<file path="config.mk">
export PLATFORM = sky130hd
export DESIGN_NAME = cpu_boot_loader_flat
export DESIGN_NICKNAME = d
export VERILOG_FILES = /design/src/rtl/cpu_boot_loader_if.sv /design/src/rtl/cpu_boot_loader.sv /design/src/flat_wrapper.sv
export SDC_FILE = /design/constraint.sdc
export NUM_CORES = 1
export LEC_CHECK = 0
export CORE_UTILIZATION = 50
export CTS_CLUSTER_DIAMETER = 100
export DETAILED_ROUTE_END_ITERATION = 8
export PLACE_DENSITY = 0.78
export SLEW_MARGIN = 20
export SYNTH_ARGS = -nofsm -noshare
export SYNTH_HDL_FRONTEND = slang
export SYNTH_SLANG_ARGS = --single-unit
</file>
<file path="constraint.sdc">
create_clock -name clk -period 6.2 [get_ports clk]
set_input_delay 1.86 -clock clk [delete_from_list [all_inputs] [get_ports clk]]
set_output_delay 1.86 -clock clk [all_outputs]
set_load 0.02 [all_outputs]
</file>
<file path="src/rtl/cpu_boot_loader_if.sv">
// cpu_boot_loader_if
// Groups the byte-stream handshake and the instruction-memory write port of
// the boot loader into one bundle.
//   in_valid / in_data / in_ready : byte stream (source -> loader)
//   imem_we / imem_addr / imem_wdata : word writes (loader -> instruction memory)
// Modports:
//   master : stream source / memory side (testbench or upstream logic)
//   slave  : the loader itself
interface cpu_boot_loader_if #(
    parameter int ADDR_W = 8
);
    logic              in_valid;
    logic [7:0]        in_data;
    logic              in_ready;
    logic              imem_we;
    logic [ADDR_W-1:0] imem_addr;
    logic [31:0]       imem_wdata;

    modport master (
        output in_valid, in_data,
        input  in_ready, imem_we, imem_addr, imem_wdata
    );

    modport slave (
        input  in_valid, in_data,
        output in_ready, imem_we, imem_addr, imem_wdata
    );
endinterface

</file>
<file path="src/rtl/cpu_boot_loader.sv">
// cpu_boot_loader
// Boot stage in front of the CPU. Parses a byte stream:
//   4 bytes start PC (MSB first), 2 bytes word count (MSB first),
//   then 4*count payload bytes assembled into big-endian 32-bit words that are
//   written to instruction memory at consecutive word addresses from 0.
// The CPU is held (cpu_run=0) until the last word is committed.
// Optional feature: define LOADER_CHECKSUM_EN to require one trailing byte
// equal to the XOR of every previously accepted byte; mismatch -> error.
// Ports:
//   clk      : clock, rising edge
//   reset    : synchronous, active-low
//   bus      : cpu_boot_loader_if.slave (byte stream + imem write port)
//   init_pc  : start PC (valid once the header PC is received)
//   cpu_run  : 1 = CPU may run (loading complete)
//   load_err : 1 = load rejected (count too large or bad checksum)
module cpu_boot_loader #(
    parameter int ADDR_W = 8
) (
    input  logic             clk,
    input  logic             reset,
    cpu_boot_loader_if.slave bus,
    output logic [31:0]      init_pc,
    output logic             cpu_run,
    output logic             load_err
);
    // Largest legal word count: the full memory.
    localparam logic [16:0] CAP = 17'd1 << ADDR_W;

`ifdef LOADER_CHECKSUM_EN
    typedef enum logic [2:0] {
        S_PC = 3'd0, S_CNT = 3'd1, S_LOAD = 3'd2, S_CHK = 3'd3, S_RUN = 3'd4, S_ERR = 3'd5
    } state_t;
`else
    typedef enum logic [2:0] {
        S_PC = 3'd0, S_CNT = 3'd1, S_LOAD = 3'd2, S_RUN = 3'd4, S_ERR = 3'd5
    } state_t;
`endif

    state_t            state_reg, state_next;
    logic [31:0]       pc_reg;
    logic [15:0]       cnt_reg;
    logic [1:0]        bcnt_reg;
    logic [31:0]       w_reg;
    logic [ADDR_W:0]   widx_reg;
    logic              in_ready_reg;
    logic              imem_we_reg;
    logic [ADDR_W-1:0] imem_addr_reg;
    logic [31:0]       imem_wdata_reg;
`ifdef LOADER_CHECKSUM_EN
    logic [7:0]        xor_reg;
`endif

    logic        accept;
    logic [15:0] cnt_full;
    logic        last_word;
    logic        payload_done;

    assign accept       = bus.in_valid && in_ready_reg;
    // Count value as it will be once the current (second) count byte lands.
    assign cnt_full     = {cnt_reg[7:0], bus.in_data};
    // The word currently being assembled is the final one.
    assign last_word    = (17'(widx_reg) + 17'd1) == {1'b0, cnt_reg};
    // Every payload word has been received (widx counts received words).
    assign payload_done = 17'(widx_reg) == {1'b0, cnt_reg};

    // State register
    always_ff @(posedge clk) begin
        if (!reset) begin
            state_reg <= S_PC;
        end else begin
            state_reg <= state_next;
        end
    end

    // Next-state logic
    always_comb begin
        state_next = state_reg;
        unique case (state_reg)
            S_PC: begin
                if (accept && bcnt_reg == 2'd3) begin
                    state_next = S_CNT;
                end
            end
            S_CNT: begin
                if (accept && bcnt_reg == 2'd1) begin
                    if (cnt_full == 16'd0) begin
`ifdef LOADER_CHECKSUM_EN
                        state_next = S_CHK;
`else
                        state_next = S_RUN;
`endif
                    end else if ({1'b0, cnt_full} > CAP) begin
                        state_next = S_ERR;
                    end else begin
                        state_next = S_LOAD;
                    end
                end
            end
            S_LOAD: begin
`ifdef LOADER_CHECKSUM_EN
                // Checksum byte may follow immediately, even during the
                // final write cycle, so move on as soon as the last byte lands.
                if (accept && bcnt_reg == 2'd3 && last_word) begin
                    state_next = S_CHK;
                end
`else
                // Leave only after the final write strobe has been presented,
                // so the CPU never fetches before the last word commits.
                if (imem_we_reg && payload_done) begin
                    state_next = S_RUN;
                end
`endif
            end
`ifdef LOADER_CHECKSUM_EN
            S_CHK: begin
                if (accept) begin
                    state_next = (bus.in_data == xor_reg) ? S_RUN : S_ERR;
                end
            end
`endif
            S_RUN:   state_next = S_RUN;
            S_ERR:   state_next = S_ERR;
            default: state_next = S_ERR;
        endcase
    end

    // Datapath: header capture, word assembly, write strobe generation
    always_ff @(posedge clk) begin
        if (!reset) begin
            pc_reg         <= '0;
            cnt_reg        <= '0;
            bcnt_reg       <= '0;
            w_reg          <= '0;
            widx_reg       <= '0;
            in_ready_reg   <= 1'b0;
            imem_we_reg    <= 1'b0;
            imem_addr_reg  <= '0;
            imem_wdata_reg <= '0;
`ifdef LOADER_CHECKSUM_EN
            xor_reg        <= '0;
`endif
        end else begin
            imem_we_reg  <= 1'b0;
            in_ready_reg <= (state_next != S_RUN) && (state_next != S_ERR);
            if (accept) begin
                unique case (state_reg)
                    S_PC: begin
                        pc_reg   <= {pc_reg[23:0], bus.in_data};
                        bcnt_reg <= bcnt_reg + 2'd1;
                    end
                    S_CNT: begin
                        cnt_reg  <= cnt_full;
                        bcnt_reg <= (bcnt_reg == 2'd1) ? 2'd0 : bcnt_reg + 2'd1;
                    end
                    S_LOAD: begin
                        // Bytes arriving after the last word are dropped.
                        if (!payload_done) begin
                            w_reg    <= {w_reg[23:0], bus.in_data};
                            bcnt_reg <= bcnt_reg + 2'd1;
                            if (bcnt_reg == 2'd3) begin
                                imem_we_reg    <= 1'b1;
                                imem_wdata_reg <= {w_reg[23:0], bus.in_data};
                                imem_addr_reg  <= widx_reg[ADDR_W-1:0];
                                widx_reg       <= widx_reg + 1'b1;
                            end
                        end
                    end
                    default: begin
                    end
                endcase
`ifdef LOADER_CHECKSUM_EN
                if (state_reg == S_PC || state_reg == S_CNT ||
                    (state_reg == S_LOAD && !payload_done)) begin
                    xor_reg <= xor_reg ^ bus.in_data;
                end
`endif
            end
        end
    end

    // Output logic
    always_comb begin
        bus.in_ready   = in_ready_reg;
        bus.imem_we    = imem_we_reg;
        bus.imem_addr  = imem_addr_reg;
        bus.imem_wdata = imem_wdata_reg;
        init_pc        = pc_reg;
        cpu_run        = (state_reg == S_RUN);
        load_err       = (state_reg == S_ERR);
    end
endmodule

</file>
<file path="src/flat_wrapper.sv">
// flat-port wrapper written by rule: the top's interface ports become plain ports
module cpu_boot_loader_flat 
#(
    parameter int ADDR_W = 8
)
  (clk, reset, init_pc, cpu_run, load_err, bus_in_valid, bus_in_data, bus_in_ready, bus_imem_we, bus_imem_addr, bus_imem_wdata);
  cpu_boot_loader_if #(.ADDR_W(ADDR_W)) bus_i ();
  input  logic clk;
  input  logic reset;
  output logic [31:0] init_pc;
  output logic cpu_run;
  output logic load_err;
  input wire logic [$bits(bus_i.in_valid)-1:0] bus_in_valid;
  input wire logic [$bits(bus_i.in_data)-1:0] bus_in_data;
  output wire logic [$bits(bus_i.in_ready)-1:0] bus_in_ready;
  output wire logic [$bits(bus_i.imem_we)-1:0] bus_imem_we;
  output wire logic [$bits(bus_i.imem_addr)-1:0] bus_imem_addr;
  output wire logic [$bits(bus_i.imem_wdata)-1:0] bus_imem_wdata;
  assign bus_i.in_valid = bus_in_valid;
  assign bus_i.in_data = bus_in_data;
  assign bus_in_ready = bus_i.in_ready;
  assign bus_imem_we = bus_i.imem_we;
  assign bus_imem_addr = bus_i.imem_addr;
  assign bus_imem_wdata = bus_i.imem_wdata;
  cpu_boot_loader #(.ADDR_W(ADDR_W)) u_core (.clk(clk), .reset(reset), .bus(bus_i), .init_pc(init_pc), .cpu_run(cpu_run), .load_err(load_err));
endmodule
</file>
* After elaboration in Yosys (flattened, before gate mapping) *
Index checks and enable logic that the tools add are counted.

operators by class
  add/sub/neg operators = 2
  magnitude comparators = 1
  equality and inequality tests = 10
  multiplexer cells = 10
  bitwise operators = 4
  reduce and logical (&&, ||, !) cells = 14

operators with widths
  cell                 count
  $eq 9x16->1          1
  $gt 16x9->1 const B  1
  $logic_not 16->1     1
  $mux 3               5
  $pmux 3 s4           1
  $add 9x1->9 const B  1
  $eq 3x3->1 const B   2
  $ne 3x3->1 const B   2
  $pmux 2 s3           1
  $reduce_and 3->1     2
  $logic_and 1x1->1    5
  $mux 2               2
  $not 1->1            4
  $reduce_and 2->1     2
  $reduce_and 4->1     1
  $reduce_or 4->1      1
  $eq 3x1->1 const B   1
  $eq 3x2->1 const B   1
  $logic_not 3->1      1
  $reduce_bool 3->1    1
  $add 2x1->2 const B  1
  $eq 2x1->1 const B   1
  $eq 2x2->1 const B   1
  $ne 2x2->1 const B   1
  $mux 1               1

storage, ports and cells
  register bits after elaboration = 128
  input bits = 11
  output and inout port bits = 76
  word-level logic and storage cells = 51

* Logic depth before layout (Yosys ltp) *
  depth after elaboration = 7
  mapped depth = 10
  gate-level depth less buffers = 6

* Worst setup path after synthesis *
No wires, ideal clock.

  kind = input to register
  start = in bus_in_valid
  end = reg u_core.widx_reg[5]
  library setup time = 135 ps
  data arrival time = 3151 ps
  required time = 6065 ps
  slack = 2914 ps
  stages = 8
  path buffers = 2
  cells stage by stage = and3_1 -> and3b_1 -> nand2_1 -> or2_1 -> buf_4 -> buf_6 -> o311ai_0 -> o41ai_1

between the ends
  word-level cells in the longest chain between the ends = 2

RTL lines
  item                        line                    RTL
  start: declaration          flat_wrapper.sv:13      input wire logic [$bits(bus_i.in_valid)-1:0] bus_in_valid;
  $logic_and 1x1->1           cpu_boot_loader.sv:58   assign accept = bus.in_valid && in_ready_reg;
  $reduce_and 4->1 (no line)  --
  end signal: assignment      cpu_boot_loader.sv:164  widx_reg <= widx_reg + 1'b1;
  end: declaration            cpu_boot_loader.sv:44   logic [ADDR_W:0] widx_reg;

No other way between the ends.
A chain may end at the register's enable or synchronous reset.

* Worst setup path in the final report *
  start = reg u_core.state_reg[0]
  end = out load_err

between the ends
  word-level cells in the longest chain between the ends = 1

RTL lines
  item                      line                    RTL
  start: declaration        cpu_boot_loader.sv:39   state_t state_reg, state_next;
  start signal: assignment  cpu_boot_loader.sv:71   state_reg <= state_next;
  $eq 3x3->1                cpu_boot_loader.sv:189  load_err = (state_reg == S_ERR);
  end: declaration          flat_wrapper.sv:12      output logic load_err;

No other way between the ends.

==> flow_metrics.env <==
export IMPL_numCtsBuffers=17
export IMPL_fin_skew_ns=0.007121
export IMPL_gp_congestion=0.8539
export IMPL_die_area_mm2=0.01003
export IMPL_post_cts_buffers=0
export IMPL_status="complete, no violations"
export IMPL_antenna_found_initial=0
export IMPL_met1_usage_pct=29.62
export IMPL_synthMuxAreaShare_pct=5.195
export IMPL_power_leakage_nw=2.047
export IMPL_crit_path_start_kind="register"
export IMPL_routed_via_count=4173
export IMPL_crit_required_ns=4.34
export IMPL_drv_slew=0
export IMPL_overflow=0
export IMPL_worst_pin_slew_ns=1.011
export IMPL_area_growth_pct=30.39
export IMPL_grt_busiest_layer="met2"
export IMPL_irDropWorstVdd_v=0.0001707
export IMPL_crit_type="register to primary output"
export IMPL_ant_nets=0
export IMPL_grtUsageMet2_pct=40.15
export IMPL_port_buffers=86
export IMPL_final_area_mm2=0.006281
export IMPL_rows=35
export IMPL_clk_path_buf_depth=2
export IMPL_ys_warnings_count=0
export IMPL_gr_usage_met3_pct=6.964
export IMPL_worstPathArrival_ns=2.33
export IMPL_cts_resized=0
export IMPL_worstPathMaxFanout=9
export IMPL_finalHoldViolCount=0
export IMPL_yosys_area_share_xor_xnor_pct=2.364
export IMPL_via_per_inst=5.262
export IMPL_netlist_area_mm2=0.004817
export IMPL_io_pins=87
export IMPL_drt_pass1_iterations=4
export IMPL_final_nets=663
export IMPL_wire_per_inst_um=14.88
export IMPL_yosysSeqAreaShare_pct=53.19
export IMPL_hold_path_class="register to register"
export IMPL_layout_commonest_cell="nand2_1"
export IMPL_cts_sinks=128
export IMPL_final_core_util_pct=67.66
export IMPL_cts_root_buf="clkbuf_8"
export IMPL_grt_max_degree=80
export IMPL_setup_violations=0
export IMPL_synth_fa_ha_area_share_pct=0.2597
export IMPL_synth_compound_area_share_pct=11.51
export IMPL_clk_pin_slew_worst_paths_ns=0.06
export IMPL_grt_setup_unrepaired="no"
export IMPL_p_total_mw=1.865
export IMPL_final_setup_tns_ns=0
export IMPL_synth_simple_area_share_pct=23.25
export IMPL_drt_iter0_drc=218
export IMPL_core_mm2=0.009284
export IMPL_avgSynthCellArea_um2=8.334
export IMPL_netlist_instances=578
export IMPL_syn_nets=590
export IMPL_post_dp_cell_area_mm2=0.005697
export IMPL_relSlewSlack_pct=32.44
export IMPL_ys_ff_latch=128
export IMPL_die_h_um=100.2
export IMPL_n_antenna_cell=0
export IMPL_maxCapViolCount=0
export IMPL_grt_pass1_wl_um=18970
export IMPL_layout_common_cells="nand2_1 (185), dfxtp_1 (128), a21oi_1 (97), clkdlybuf4s50_1 (86), nor2_1 (34)"
export IMPL_synthDistinctLibCells=35
export IMPL_htreeDepth=4
export IMPL_synth_top_family_by_area="simple AND/OR/NAND/NOR gates"
export IMPL_whs_path_depth=2
export IMPL_drcViolationCount=0
export IMPL_final_min_clock_period_ns=4.188
export IMPL_cts_tree="done"
export IMPL_place_hpwl_um=7340
export IMPL_ctsHoldBuffers=0
export IMPL_clk_latency_ns=0.52
export IMPL_grt_util_all_layers_pct=24.31
export IMPL_grt_pass1_vias=3969
export IMPL_start_util_pct=51.89
export IMPL_power_density_mw_per_mm2=297.0
export IMPL_fmax_mhz=238.8
export IMPL_reg2reg_slack_ns=3.45
export IMPL_finalCritPeriodShare_pct=67.55
export IMPL_die_w_um=100.2
export IMPL_drive_gt1_share_pct=6.325
export IMPL_crit_path_end_kind="primary output"
export IMPL_wl_um=11800
export IMPL_reg2reg_depth=7
[routing by layer]
layer	vias to the layer above	part of all wire (%)
li1	2060	-
met1	1990	44
met2	99	49
met3	24	5.2
met4	0	2.0
met5	-	0
[worst max-delay path, cell delays in order (launching register included)]
cell and delay (ns):
dfxtp_1 0.56, inv_1 0.18, nor3b_1 0.37, clkdlybuf4s50_1 0.71
[cell families (layout without fill, tap and decap cells)]
kind of cell,after synthesis,after routing
flops,128,128
fa+ha+maj,1,1
compound gates,108,108
buf+inv,41,127
mux,25,25
simple gates,262,262
xor+xnor,13,13
[cells in the mapped netlist]
| library cell | count | share of area, % |
|---|---|---|
| xnor2_1 | 13 | 2.4 |
| and3_1 | 1 | 0.13 |
| o311ai_0 | 1 | 0.18 |
| nor3_2 | 1 | 0.21 |
| ha_1 | 1 | 0.26 |
| buf_2 | 4 | 0.42 |
| nand2b_1 | 2 | 0.26 |
| o41ai_1 | 1 | 0.18 |
| nand4_2 | 1 | 0.26 |
| or3_1 | 4 | 0.52 |
| nor4_4 | 1 | 0.44 |
| or2_1 | 1 | 0.13 |
| and2_1 | 1 | 0.13 |
| nand3_1 | 5 | 0.52 |
| inv_2 | 1 | 0.078 |
| buf_6 | 5 | 1.2 |
| nor3_1 | 6 | 0.62 |
| o21ai_0 | 7 | 0.73 |
| inv_1 | 3 | 0.23 |
| nand4_1 | 5 | 0.65 |
| mux2i_1 | 25 | 5.2 |
| nor4_1 | 6 | 0.78 |
| nor2b_1 | 1 | 0.13 |
| o211ai_1 | 1 | 0.16 |
| a21oi_1 | 97 | 10 |
| nor3b_1 | 4 | 0.62 |
| buf_4 | 2 | 0.31 |
| nand2_1 | 185 | 14 |
| nor2_1 | 35 | 2.7 |
| clkbuf_1 | 26 | 2.0 |
| and3b_1 | 1 | 0.18 |
| dfxtp_1 | 128 | 53 |
| a2111oi_0 | 1 | 0.18 |
| nor3_4 | 1 | 0.34 |
| and4_1 | 1 | 0.18 |
[cell type report]
| class | count | area [um2] |
|---|---|---|
| inverters | 4 | 16.27 |
| fillers | 767 | 3003 |
| repair buffers | 91 | 898.4 |
| well taps | 129 | 161.4 |
| flip-flops and latches | 128 | 2562 |
| clock buffers | 19 | 421.7 |
| multi-input cells | 409 | 2058 |
| clock inverters | 13 | 162.7 |
[through the flow]
step                      hold WS [ns]  instances  setup slack [ns]
after floorplan                 0.4312        578             2.914
after global placement          0.4410        761             1.943
after detailed placement        0.4472        761             1.882
after CTS                       0.4540        793             2.030
after global routing            0.4744        793             1.932
final                           0.4529        793             2.012
[path summary, 6_finish.rpt]
check | to | from
min | u_core.init_pc[30] | u_core.init_pc[30]
max | load_err | u_core.state_reg[0]
max reg2reg | u_core.bus.imem_wdata[0] | u_core.widx_reg[2]
min reg2reg | u_core.init_pc[30] | u_core.init_pc[30]
[where the power goes]
group	internal (mW)	switching (mW)	total [mW]	leakage, nW
registers	0.827	0.00389	0.831	1.03
clock network	0.614	0.367	0.981	0.290
logic	0.0170	0.0362	0.0532	0.725
Power figures use the tool's default switching activity.
